**src/rtl/mult_pkg.sv**
```systemverilog
// Shared types and constants for the partial-product stage sequencer.
// Holds the FSM state encoding, the enable-mode constants and the index-width helper.
package mult_pkg;

  typedef enum logic [1:0] {
    IDLE = 2'd0,
    RUN  = 2'd1,
    DONE = 2'd2
  } state_t;

  localparam logic MODE_CUMULATIVE = 1'b0;
  localparam logic MODE_ONEHOT     = 1'b1;

  // A single-stage sequencer still needs a one-bit index port.
  function automatic int idxWidth(input int n);
    return (n > 1) ? $clog2(n) : 1;
  endfunction

endpackage

```
**src/rtl/mult_dwell_counter.sv**
```systemverilog
// 8-bit dwell counter that measures how long the current stage has been held.
// Flags the terminal count so the sequencer knows when to advance.
module mult_dwell_counter #(
  parameter int unsigned TERMINAL = 0
) (
  input  logic clk,
  input  logic reset_n,
  input  logic i_clear,
  input  logic i_enable,
  output logic o_terminal
);

  localparam logic [7:0] TC = 8'(TERMINAL);

  logic [7:0] r_count;

  always_ff @(posedge clk or negedge reset_n) begin
    if (!reset_n) begin
      r_count <= '0;
    end else if (i_clear) begin
      r_count <= '0;
    end else if (i_enable) begin
      r_count <= r_count + 8'd1;
    end
  end

  assign o_terminal = (r_count == TC);

endmodule

```
**src/rtl/mult_sequencer.sv**
```systemverilog
// Sequences NUM_STAGES partial-product stages, holding each for STAGE_CYCLES
// unstalled cycles, and drives cumulative or one-hot stage enables.
module mult_sequencer
  import mult_pkg::*;
#(
  parameter int NUM_STAGES   = 4,
  parameter int STAGE_CYCLES = 1,
  localparam int IDX_W       = idxWidth(NUM_STAGES)
) (
  input  logic                  clk,
  input  logic                  reset_n,
  input  logic                  start,
  input  logic                  abort,
  input  logic                  stall,
  input  logic                  mode,
  output logic [NUM_STAGES-1:0] stage_en,
  output logic [IDX_W-1:0]      stage_idx,
  output logic                  busy,
  output logic                  done,
  output logic                  done_pulse
);

  localparam logic [IDX_W-1:0] LAST_STAGE = IDX_W'(NUM_STAGES - 1);

  state_t           r_state;
  state_t           w_nextState;
  logic [IDX_W-1:0] r_stage;
  logic [IDX_W-1:0] w_nextStage;
  logic             r_mode;
  logic             w_nextMode;
  logic             r_donePulse;
  logic             w_dwellTc;
  logic             w_advance;
  logic             w_dwellClear;
  logic             w_dwellEnable;

  assign w_dwellClear  = abort || (r_state != RUN) || w_advance;
  assign w_dwellEnable = (r_state == RUN) && !stall;

  mult_dwell_counter #(
    .TERMINAL (STAGE_CYCLES - 1)
  ) u_dwell (
    .clk        (clk),
    .reset_n    (reset_n),
    .i_clear    (w_dwellClear),
    .i_enable   (w_dwellEnable),
    .o_terminal (w_dwellTc)
  );

  always_comb begin
    w_nextState = r_state;
    w_nextStage = r_stage;
    w_nextMode  = r_mode;
    w_advance   = 1'b0;
    case (r_state)
      IDLE, DONE: begin
        if (start) begin
          w_nextState = RUN;
          w_nextStage = '0;
          w_nextMode  = mode;
        end
      end
      RUN: begin
        if (!stall && w_dwellTc) begin
          w_advance = 1'b1;
          if (r_stage == LAST_STAGE) begin
            w_nextState = DONE;
            w_nextStage = '0;
          end else begin
            w_nextStage = r_stage + IDX_W'(1);
          end
        end
      end
      default: begin
        w_nextState = IDLE;
        w_nextStage = '0;
      end
    endcase
    // Abort outranks both start and stall.
    if (abort) begin
      w_nextState = IDLE;
      w_nextStage = '0;
    end
  end

  always_ff @(posedge clk or negedge reset_n) begin
    if (!reset_n) begin
      r_state     <= IDLE;
      r_stage     <= '0;
      r_mode      <= MODE_CUMULATIVE;
      r_donePulse <= 1'b0;
    end else begin
      r_state     <= w_nextState;
      r_stage     <= w_nextStage;
      r_mode      <= w_nextMode;
      r_donePulse <= (w_nextState == DONE) && (r_state != DONE);
    end
  end

  // Enables decode purely from registered state, stage and latched mode.
  always_comb begin
    stage_en = '0;
    for (int i = 0; i < NUM_STAGES; i++) begin
      case (r_state)
        RUN:     stage_en[i] = (r_mode == MODE_ONEHOT) ? (i == int'(r_stage))
                                                       : (i <= int'(r_stage));
        DONE:    stage_en[i] = (r_mode == MODE_CUMULATIVE);
        default: stage_en[i] = 1'b0;
      endcase
    end
  end

  assign stage_idx  = r_stage;
  assign busy       = (r_state == RUN);
  assign done       = (r_state == DONE);
  assign done_pulse = r_donePulse;

endmodule

```
**config.mk**
```make
export PLATFORM = sky130hd
export DESIGN_NAME = mult_sequencer
export DESIGN_NICKNAME = d
export VERILOG_FILES = /design/src/rtl/mult_pkg.sv /design/src/rtl/mult_dwell_counter.sv /design/src/rtl/mult_sequencer.sv
export SDC_FILE = /design/constraint.sdc
export NUM_CORES = 1
export LEC_CHECK = 0
export BUFFER_PORTS_ARGS = -buffer_cell sky130_fd_sc_hd__buf_2
export CAP_MARGIN = 20
export CELL_PAD_IN_SITES_DETAIL_PLACEMENT = 1
export CELL_PAD_IN_SITES_GLOBAL_PLACEMENT = 2
export CORE_MARGIN = 1
export CORE_UTILIZATION = 37
export CTS_CLUSTER_DIAMETER = 40
export DETAILED_ROUTE_END_ITERATION = 7
export GPL_TIMING_DRIVEN = 0
export PLACE_DENSITY = 0.8
export SLEW_MARGIN = 20
export SYNTH_ARGS = -nofsm -noshare
export SYNTH_HDL_FRONTEND = slang
export SYNTH_SLANG_ARGS = --single-unit
```
**constraint.sdc**
```tcl
create_clock -name clk -period 4.75 [get_ports clk]
set_input_delay 0.475 -clock clk [delete_from_list [all_inputs] [get_ports clk]]
set_output_delay 0.475 -clock clk [all_outputs]
set_load 0.05 [all_outputs]
```
-- Word level (Yosys, flattened, before mapping)
Cells that the tools add are included.
Widths: inputs -> output; s select.
- bits in registers: 14
- bits of input ports: 6
- word-level logic and storage cells: 57
- output and inout bits: 9
- eq/ne operators: 11
- magnitude comparators: 3
- mux-type cells: 22
- $add $sub $neg: 2
- bitwise logic cells: 1
- reductions and logical operators: 13
- operators by type and width (cell ; count):
    $mux 2 ; 8
    $mux 8 ; 2
    $add 8x1->8 const B ; 1
    $logic_not 8->1 ; 1
    $pmux 1 s2 ; 4
    $pmux 2 s2 ; 2
    $eq 2x2->1 const B ; 3
    $mux 1 ; 6
    $eq 2x2->1 const A ; 2
    $le 2x2->1 const A ; 2
    $logic_not 2->1 ; 2
    $reduce_and 2->1 ; 2
    $logic_and 1x1->1 ; 3
    $ne 3x2->1 const B ; 1
    $ne 3x3->1 const B ; 1
    $add 2x1->2 const B ; 1
    $eq 1x2->1 const A ; 1
    $eq 2x1->1 const B ; 1
    $le 1x2->1 const A ; 1
    $logic_or 1x1->1 ; 2
    $ne 2x1->1 const B ; 1
    $ne 2x2->1 const B ; 1
    $reduce_bool 2->1 ; 1
    $reduce_or 2->1 ; 1
    other kinds (2) ; 2

-- Longest topological paths before layout
- depth after elaboration: 7
- mapped depth: 8

-- Cells and area by module
A second synthesis with hierarchy kept.
- cells, all modules: 94
- area total of the unflattened synthesis: 903.4 sq um
- modules (own cells, without submodules) (module ; times used ; cells each ; area each (sq um)):
    mult_sequencer ; 1 ; 53 ; 491.7
    mult_dwell_counter ; 1 ; 41 ; 411.6

-- Worst setup path before layout
Ideal clock, no wire load.
- path type: register to output
- start point: reg r_state[1]
- end point: out stage_en[1]
- stages on the path, launching flop included: 6
- arrival time: 2429 ps
- slack: 1846 ps
- path buffers: 1
- path through: dfrtp_1 -> inv_1 -> ha_1 -> buf_6 -> o21ai_0 -> a21boi_0
- cells in the longest elaborated chain, start to end: 2
- elaborated cells on any way between the ends: 3
- those cells by class: 2 x eq/ne; 1 x mux
- RTL lines (what ; line ; RTL):
    start: declaration ; mult_sequencer.sv:25 ; state_t r_state;
    start signal: assignment ; mult_sequencer.sv:93 ; r_state <= w_nextState;
    $eq 2x1->1 ; - ;
    named net busy ; mult_sequencer.sv:18 ; output logic busy,
    $pmux 1 s2 ; mult_sequencer.sv:104 ; case (r_state)
    end: declaration ; mult_sequencer.sv:16 ; output logic [NUM_STAGES-1:0] stage_en,
The timed path passes the listed nets, and every way through them passes these cells.

-- Final worst setup path
- start point: reg r_state[1]
- end point: out stage_en[1]
- cells in the longest elaborated chain, start to end: 2
- elaborated cells on any way between the ends: 3
- those cells by class: 2 x eq/ne; 1 x mux
- RTL lines (what ; line):
    $eq 2x2->1 / $eq 2x1->1 (equally long branches) ; mult_sequencer.sv:104
    $pmux 1 s2 * ; mult_sequencer.sv:104
Every way passes the cells marked *; elsewhere a longest branch is shown, timed or not.

==> impl_metrics.csv <==
group,metric,value,unit
drt,drc,0,
yosys,synth_warnings,0,
worst_setup_path,crit_path_start_kind,"flip-flop",
power,peakVddDrop,187.3,uV
cts,cts_tree,"yes",
floorplanning,initial_core_util,0.3968,
sta,worst_pin_slew,474.6,ps
cts,post_cts_buffers,0,
drt,first_pass_iters,4,
place,pre_cts_ws,2794,ps
drt,via_count,750,
worst_setup_path,reg2reg_from,"r_state[1]$_DFF_PN0_",
drt,vias_per_cell,5.034,
worst_setup_path,critical_path_class,"reg -> out",
worst_setup_path,endpoint_kind,"output port",
worst_setup_path,r2r_cells,7,
cts,clkTransAtPathRegs,90,ps
layout,layout_common_cells,"15 x nor2_1, 15 x buf_2, 14 x dfrtp_1, 10 x ha_1",
sta,setup_tns,0,ps
worst_setup_path,r2r_slack,2840,ps
power,power_per_cell_area,225.0,mW/mm^2
cts,cts_buffer_depth,2,
yosys,yosysSeqAreaShare,0.3500,
cts,ctsResizeCount,0,
cts,clk_latency,280,ps
worst_setup_path,cp.required,4280,ps
hold_path,min_path_type,"in -> async",
cts,clock-sinks,14,
layout,fill_cells,303,
grt,grt_pass1_wl,3450,microns
floorplanning,fp.dieH,54.01,microns
drt,ant_nets,0,
worst_setup_path,worst-path-buf-inv,1,
place,gp_congestion,0.6598,
layout,final_core_util,0.4539,
worst_setup_path,path_cells,"ha_1 > nand2_1 > a21boi_0 > buf_2",
worst_setup_path,cp_top_family,"flip-flops",
place,detailed_place_hpwl,1680,microns
place,port_buffers,14,
cts,cts_root_buf,"clkbuf_4",
drt,drt-initial-drc-count,2,
yosys,synth_nets,117,
layout,drive_gt1_frac,0.2605,
floorplanning,core,0.002522,sq mm
sta,period_needed,2237,ps
cts,cts_inserted_buffers,3,
worst_setup_path,r2r-end,"done_pulse$_DFF_PN0_",
drt,wl,2097,microns
yosys,ys_seq_elements,14,
worst_setup_path,worstPathArrival,1760,ps
cts,htree_levels,1,
yosys,synthDistinctLibCells,35,
worst_setup_path,cpPeakStageDelay,490,ps
sta,timing.final.crit_share,0.4711,
grt,grt_pass1_vias,749,
sta,clock.fmax,0.4469,GHz
power,fin_total_pwr,0.2576,mW
yosys,syn_avg_cell_area,9.910,sq um
sta,max-slew-margin-rel,0.6803,
grt,gr-total-overflow,0,
floorplanning,die_area,0.002917,sq mm
worst_setup_path,critPathMaxFanout,6,
sta,hold_ws,74.20,ps
floorplanning,fp-row-count,18,
yosys,syn_inst,101,
drt,routedWlPerCell,14.07,microns
grt,grt_use_total,0.1695,
flow_run,maxCapViolations,0,
yosys,netlist_area,0.001001,sq mm
floorplanning,die_w,54.01,microns
grt,antenna_found_initial,0,
grt,grt_max_degree,15,
sta,finalClockSkew,10.60,ps
outcome,status,"finished clean",
sta,report.final.slew_viol_count,0,
layout,nets,136,
layout,diodes,0,
sta,setup_violations,0,
sta,finalWorstSetupSlack,2513,ps
sta,rsz0062_at_grt,"no",
sta,finalHoldViolCount,0,
power,p_leak,0.4852,nW
layout,area_growth_syn_to_layout,14.38,%
floorplanning,io_pins,15,
worst_setup_path,crit_slowest_cell,"dfrtp_1",
cts,cts-hold-fix-buffers,0,
## synthesized netlist by cell type
| cell | number | area share |
|---|---|---|
| or2_2 | 1 | 0.0063 |
| o21a_1 | 1 | 0.0075 |
| xnor2_1 | 6 | 0.052 |
| nor2b_1 | 1 | 0.0063 |
| or3_1 | 1 | 0.0063 |
| or2_1 | 1 | 0.0063 |
| o21ai_4 | 1 | 0.016 |
| nor3_1 | 2 | 0.010 |
| a21oi_1 | 2 | 0.010 |
| buf_2 | 1 | 0.0050 |
| nand4_1 | 1 | 0.0063 |
| buf_6 | 2 | 0.022 |
| nor4_4 | 1 | 0.021 |
| nor4_2 | 1 | 0.012 |
| and2_4 | 1 | 0.0088 |
| o32ai_2 | 1 | 0.016 |
| nand2b_1 | 1 | 0.0063 |
| dfrtp_1 | 14 | 0.35 |
| nand3b_1 | 1 | 0.0075 |
| nor4b_2 | 1 | 0.015 |
| ha_1 | 10 | 0.13 |
| a21boi_0 | 4 | 0.030 |
| nand2_1 | 8 | 0.030 |
| o21ai_0 | 4 | 0.020 |
| o211ai_1 | 1 | 0.0075 |
| a31oi_4 | 1 | 0.021 |
| nor2_1 | 15 | 0.056 |
| a2111oi_4 | 1 | 0.028 |
| a31oi_1 | 2 | 0.012 |
| xor2_1 | 1 | 0.0088 |
| inv_1 | 8 | 0.030 |
| and3b_1 | 1 | 0.0088 |
| mux2_2 | 1 | 0.011 |
| o32ai_1 | 1 | 0.0088 |
| nand3_1 | 2 | 0.010 |
## cells by family (layout without fill, tap and decap cells)
group | Yosys count | after routing | synth area share
simple gates | 39 | 39 | 0.2175
mux | 1 | 1 | 0.01125
fa+ha+maj | 10 | 10 | 0.1250
buf+inv | 11 | 29 | 0.05749
flops | 14 | 14 | 0.3500
xor+xnor | 7 | 7 | 0.06125
compound gates | 19 | 19 | 0.1775
## where the power goes
group | total [mW] | internal [mW] | switching, mW
clock network | 0.0860 | 0.0466 | 0.0394
registers | 0.125 | 0.122 | 0.00341
logic | 0.0462 | 0.0169 | 0.0293
total | 0.258 | 0.185 | 0.0722
## sequential cells by signal, summed over array words and instances (netlist names)
| register | cells |
|---|---|
| done_pulse | 1 |
| r_mode | 1 |
| r_state | 2 |
| stage_idx | 2 |
| u_dwell.r_count | 8 |
## layout make-up
| class | count | area, sq um | area share |
|---|---|---|---|
| Buffer | 3 | 27.53 | 0.02404 |
| Clock buffer | 4 | 36.28 | 0.03169 |
| Inverter | 8 | 30.03 | 0.02623 |
| Multi-Input combinational cell | 76 | 593.1 | 0.5180 |
| Sequential cell | 14 | 350.3 | 0.3060 |
| Tap cell | 30 | 37.54 | 0.03279 |
| Timing Repair Buffer | 14 | 70.07 | 0.06120 |
## metal layers
metal / wire, microns / vias up / global-route usage / part of all wire
li1: - / 379 / - / -
met1: 1067 / 360 / 0.2316 / 0.51
met2: 968 / 9 / 0.2798 / 0.46
met3: 48 / 2 / 0.01695 / 0.023
met4: 12 / 0 / 0.05128 / 0.0057
met5: 0 / - / 0 / 0
## per-stage QoR
step / cells / instance area [sq um]
after floorplan: 101 / 1001
after global placement: 145 / 1109
after detailed placement: 145 / 1109
after CTS: 149 / 1145
after global routing: 149 / 1145
final: 149 / 1145
## how the worst max path moves through the flow
stage                               startpoint     endpoint  slack, ps  cells after the start
after floorplan           r_state[1]$_DFF_PN0_  stage_en[1]       1850                      5
after detailed placement  r_state[0]$_DFF_PN0_  stage_en[2]       2790                      5
final                     r_state[1]$_DFF_PN0_  stage_en[1]       2510                      4
after CTS                 r_state[0]$_DFF_PN0_  stage_en[2]       2480                      5
after global routing      r_state[1]$_DFF_PN0_  stage_en[2]       2350                      4
after global placement    r_state[1]$_DFF_PN0_  stage_en[0]       2870                      4
## worst reg2reg max path: stages (launching register included)
cell and delay [ps]:
dfrtp_1 490, inv_1 100, ha_1 210, buf_6 150, or3_1 370, o211ai_1 150
a31oi_4 80, a2111oi_4 270
Note: power is estimated with default switching activity, not from simulation.
